## src/rtl/uart_frame_decoder_pkg.sv

```systemverilog
// Shared config for the controller-to-module sample link.
// Frame: byte 1 = sin_index[11:4], byte 2 = {sin_index[3:0], uart_id}.
package uart_frame_decoder_pkg;

    localparam int HI_BYTE_MSB   = 11;
    localparam int HI_BYTE_LSB   = 4;
    localparam int LO_NIBBLE_MSB = 3;
    localparam int LO_NIBBLE_LSB = 0;

    localparam logic [3:0] BROADCAST_ID_DEF = 4'hF;

    localparam int BAUD_DIV      = 160;
    localparam int BITS_PER_BYTE = 10;

    // About 1.5 byte times on the wire: 15 bit periods.
    localparam int GAP_TIMEOUT_DEF = (3 * BITS_PER_BYTE * BAUD_DIV) / 2;

    function automatic logic addr_match(
        input logic [3:0] id,
        input logic [3:0] own_id,
        input logic [3:0] bcast_id
    );
        return (id == own_id) || (id == bcast_id);
    endfunction

endpackage

```

## src/rtl/uart_frame_decoder.sv

```systemverilog
// Reassembles two-byte sample frames from uart_rx into a 12-bit index
// with framing, gap-timeout, parity and address checks.
module uart_frame_decoder
    import uart_frame_decoder_pkg::*;
#(
    parameter logic [3:0] MODULE_ID    = 4'd1,
    parameter logic [3:0] BROADCAST_ID = BROADCAST_ID_DEF,
    parameter int         GAP_TIMEOUT  = GAP_TIMEOUT_DEF,
    parameter int         ERR_W        = 8
) (
    input  logic             clk,
    input  logic             reset,
    input  logic [7:0]       rx_byte,
    input  logic             rx_done,
    input  logic             rx_parity_err,
    output logic [11:0]      sin_index,
    output logic [3:0]       uart_id,
    output logic             frame_valid,
    output logic             frame_err,
    output logic [ERR_W-1:0] err_count,
    output logic             busy
);

    localparam int GAP_W = (GAP_TIMEOUT > 1) ? $clog2(GAP_TIMEOUT) : 1;
    localparam logic [GAP_W-1:0] GAP_LAST = GAP_W'(GAP_TIMEOUT - 1);
    localparam logic [ERR_W-1:0] ERR_MAX  = {ERR_W{1'b1}};

    typedef enum logic {
        WAIT_HIGH,
        WAIT_LOW
    } state_t;

    state_t           state, state_d;
    logic [GAP_W-1:0] gap, gap_d;
    logic [7:0]       hi_reg, hi_d;
    logic             accept;
    logic             drop_err;

    always_comb begin
        state_d  = state;
        gap_d    = gap;
        hi_d     = hi_reg;
        accept   = 1'b0;
        drop_err = 1'b0;
        case (state)
            WAIT_HIGH: begin
                if (rx_done) begin
                    if (rx_parity_err) begin
                        drop_err = 1'b1;
                    end else begin
                        hi_d    = rx_byte;
                        gap_d   = '0;
                        state_d = WAIT_LOW;
                    end
                end
            end
            WAIT_LOW: begin
                gap_d = gap + 1'b1;
                // A byte landing on the timeout cycle still completes the frame.
                if (rx_done && rx_parity_err) begin
                    drop_err = 1'b1;
                    state_d  = WAIT_HIGH;
                end else if (rx_done) begin
                    accept  = addr_match(rx_byte[LO_NIBBLE_MSB:LO_NIBBLE_LSB],
                                         MODULE_ID, BROADCAST_ID);
                    state_d = WAIT_HIGH;
                end else if (gap == GAP_LAST) begin
                    drop_err = 1'b1;
                    state_d  = WAIT_HIGH;
                end
            end
            default: state_d = WAIT_HIGH;
        endcase
    end

    always_ff @(posedge clk or posedge reset) begin
        if (reset) begin
            state       <= WAIT_HIGH;
            gap         <= '0;
            hi_reg      <= '0;
            sin_index   <= '0;
            uart_id     <= '0;
            frame_valid <= 1'b0;
            frame_err   <= 1'b0;
            err_count   <= '0;
            busy        <= 1'b0;
        end else begin
            state       <= state_d;
            gap         <= gap_d;
            hi_reg      <= hi_d;
            frame_valid <= accept;
            frame_err   <= drop_err;
            busy        <= (state_d == WAIT_LOW);
            if (accept) begin
                sin_index[HI_BYTE_MSB:HI_BYTE_LSB]     <= hi_reg;
                sin_index[LO_NIBBLE_MSB:LO_NIBBLE_LSB] <= rx_byte[7:4];
                uart_id <= rx_byte[LO_NIBBLE_MSB:LO_NIBBLE_LSB];
            end
            if (drop_err && (err_count != ERR_MAX)) begin
                err_count <= err_count + 1'b1;
            end
        end
    end

endmodule

```

## config.mk

```make
export PLATFORM = sky130hd
export DESIGN_NAME = uart_frame_decoder
export DESIGN_NICKNAME = d
export VERILOG_FILES = /design/src/rtl/uart_frame_decoder_pkg.sv /design/src/rtl/uart_frame_decoder.sv
export SDC_FILE = /design/constraint.sdc
export NUM_CORES = 1
export LEC_CHECK = 0
export BUFFER_PORTS_ARGS = -buffer_cell sky130_fd_sc_hd__buf_2
export CAP_MARGIN = 10
export CELL_PAD_IN_SITES_DETAIL_PLACEMENT = 1
export CELL_PAD_IN_SITES_GLOBAL_PLACEMENT = 1
export CORE_ASPECT_RATIO = 0.7
export CORE_MARGIN = 2
export CORE_UTILIZATION = 45
export DETAILED_ROUTE_END_ITERATION = 8
export PLACE_DENSITY_LB_ADDON = 0.1
export SLEW_MARGIN = 0
export SYNTH_ARGS = -nofsm -noshare
export SYNTH_HDL_FRONTEND = slang
export SYNTH_SLANG_ARGS = --single-unit
```

## constraint.sdc

```tcl
create_clock -name clk -period 3.1 [get_ports clk]
set_input_delay 0.31 -clock clk [delete_from_list [all_inputs] [get_ports clk]]
set_output_delay 0.31 -clock clk [all_outputs]
set_load 0.02 [all_outputs]
```

==> summary.md <==
| Metric | Value |
|---|---|
| Area of placed instances | 2323 sq um |
| Post-Synthesis Cells | 188 |
| Synth Register Bits | 47 |
| Drt pass-1 iters | 4 |
| Die height | 61.05 microns |
| Min-Delay Path Depth | 3 |
| Clock Tree Root | clkbuf_8 |
| Pwr dens | 667.3 nW/um^2 |
| Clock transition at the registers of the reported paths | 90 ps |
| Top Registers | gap (12), sin_index (12) |
| RSZ-0062 raised after global routing | no |
| Hold Fails Final Rpt | 0 |
| CTS sink count | 47 |
| Crit path max-delay cell type | a21oi_2 |
| Final-report max-slew violation count | 0 |
| Period utilization | 63.58% |
| DR vias/cell | 5.316 |
| Register-to-Register Path Depth | 3 |
| Layout cells sized above 1 | 30.43% |
| RD Place Congestion | 0.6885 |
| GRT Total Usage | 18.62% |
| Lkg Pwr | 1.220 nW |
| Worst Hold Path EP | hi_reg[6] |
| Crit path max fanout | 14 |
| Register area | 1176 sq um |
| Worst slack, placed | 1052 ps |
| Fraction of registers with async set/reset | 100.0% |
| CTS tree | built |
| Starting density of the core | 47.50% |
| First-pass GRT wire length | 7389 microns |
| CP Cell Sequence | nand4b_1 > a21oi_2 > mux2_2 |
| Drt initial violations | 39 |
| Critical Path AT | 2170 ps |
| Main flop type after synthesis | dfrtp_1 |
| Reg2reg setup slack | 1130 ps |
| Initial antenna violation count | 0 |
| # DRC | 0 |
| Die width | 85.50 microns |
| Grt total ovfl | 0 |
| Antenna diode count | 0 |
| Critical path class | reg2reg |
| Startpoint Class | register |
| Fillers | 497 |
| Total die area | 5219 sq um |
| Number of synthesized flops with an enable pin | 0 |
| Final wirelength | 4394 microns |
| Clock Skew | 4.813 ps |
| CTS max path bufs | 2 |
| Routed length per placed instance | 15.42 microns |
| Status | finished, final reports clean |
| Worst slew margin | 35.91% |
| Max-cap violations | 0 |
| Setup bufs post-CTS | 0 |
| Endpoints failing setup | 0 |
| Peak Freq | 507.4 MHz |
| Nets@finish | 243 |
| Final WS setup | 1129 ps |
| Vias in the first global route | 1,521 |
| H-tree depth | 2 |
| Final HPWL DP | 3201 microns |
| IO Port Bufs | 38 |
| Multi-input gate area | 880.8 sq um |
| Post-route cell area | 2416 sq um |
| Largest net degree at the start of global routing | 48 |
| Rows | 20 |
| CP peak stage delay | 630 ps |
| Seq/Total Area, Yosys | 56.22% |
| Mapped Nets | 202 |
| Post-Syn Area per Cell | 11.13 sq um |
| Minimum clock period | 1971 ps |
| Post-CTS Resized | 0 |
| Hold buffers post-CTS | 0 |
| Syn Std Cell Area | 2092 sq um |
| Crit Reg-Reg Endpoint | sin_index[0] |
| Total CTS buffers | 5 |
| R2R Path Start | state |
| Clock latency at the later pin of the worst-skew pair | 310 ps |
| Setup TNS | 0 ps |
| Critical path data required time | 3300 ps |
| Post-route ant nets | 0 |
| Max VDD drop | 0.3828 mV |
| Synth Warn # | 0 |
| CP Capture Type | register |
| P&R area growth vs syn | 15.49% |
| Core box area | 4404 sq um |
| Worst hold start | rx_byte[6] |
| Hold crit path type | in2reg |
| # IOs | 39 |
| Via count | 1,515 |
| Slew @ Worst Pin | 960.0 ps |
| Post-synth cell types | 37 |
layer usage:
layer  vias to the layer above  share of wire (%)  GRT usage, %
met5                         -                  0             0
met4                         0                1.4         7.483
met3                         7                3.1         4.021
met2                        23                 49         31.36
met1                       756                 47         24.22
li1                        729                  -             -
how the worst max path moves through the flow:
stage | to | cells past startpoint | startpoint | slack (ps)
detailed placement | sin_index[0] | 4 | rx_byte[3] | 1050
floorplan | err_count[7] | 5 | gap[0] | 1320
finish | sin_index[0] | 3 | state | 1130
global placement | sin_index[10] | 4 | rx_byte[3] | 1190
CTS | sin_index[0] | 3 | state | 1100
global route | sin_index[0] | 3 | state | 990
logic make-up after synthesis:
group,count (synthesis),share of synthesized area (%)
fa+ha+maj,2,1.196
buf+inv,6,1.674
mux,24,12.50
compound gates,20,6.819
simple gates,86,20.34
flops,47,56.22
xor+xnor,3,1.256
power by group:
group	switching, W	internal [W]	total (W)
clock	0.000225	0.000161	0.000386
sequential	0.000106	0.000726	0.000832
combinational	0.000239	0.000155	0.000394
critical path: cells and delay by family, from the launching register on:
family          cells  cell delay [ps]
mux                 1              420
flops               1              540
simple gates        1              260
compound gates      1              630
per-stage QoR:
step / total power [W] / hold slack (ps) / util (%) / cells
finish: 0.001612 / 204.4 / 54.86 / 285
global route: 0.001709 / 203.4 / 54.86 / 285
floorplan: 0.001088 / 415.4 / - / 188
CTS: 0.001634 / 193.8 / 54.86 / 285
global placement: 0.001210 / 449.1 / 52.76 / 277
detailed placement: 0.001246 / 450.7 / 52.76 / 277
cell type report:
class / count / area share (%)
Inverter: 2 / 0.3107
Multi-Input combinational cell: 135 / 36.46
Clock buffer: 5 / 2.848
Clock inverter: 3 / 0.9839
Timing Repair Buffer: 38 / 7.872
Sequential cell: 47 / 48.68
Tap cell: 55 / 2.848
cells in the mapped netlist, types with 2 or more instances:
cell type	n	area [sq um]
dfrtp_1	47	1176
nor2_1	11	41.29
or2_2	2	12.51
xor2_1	3	26.28
mux2i_1	7	70.07
nand2b_1	3	18.77
ha_1	2	25.02
o21ai_0	5	25.02
a21oi_1	7	35.03
nand3_1	11	55.05
mux2_2	16	180.2
nand2_1	45	168.9
nand4_1	3	18.77
or3_1	2	12.51
inv_1	2	7.510
cells in the final DEF (no fill, tap or decap), types with 5 or more instances in the layout:
| master | Yosys | final |
|---|---|---|
| o21ai_0 | 5 | 5 |
| buf_2 | 1 | 38 |
| dfrtp_1 | 47 | 47 |
| mux2i_1 | 7 | 7 |
| nand2_1 | 45 | 45 |
| a21oi_1 | 7 | 7 |
| mux2_2 | 16 | 16 |
| clkbuf_8 | 0 | 5 |
| nand3_1 | 11 | 11 |
| nor2_1 | 11 | 11 |
No activity file was read; power rests on OpenSTA's default activity.
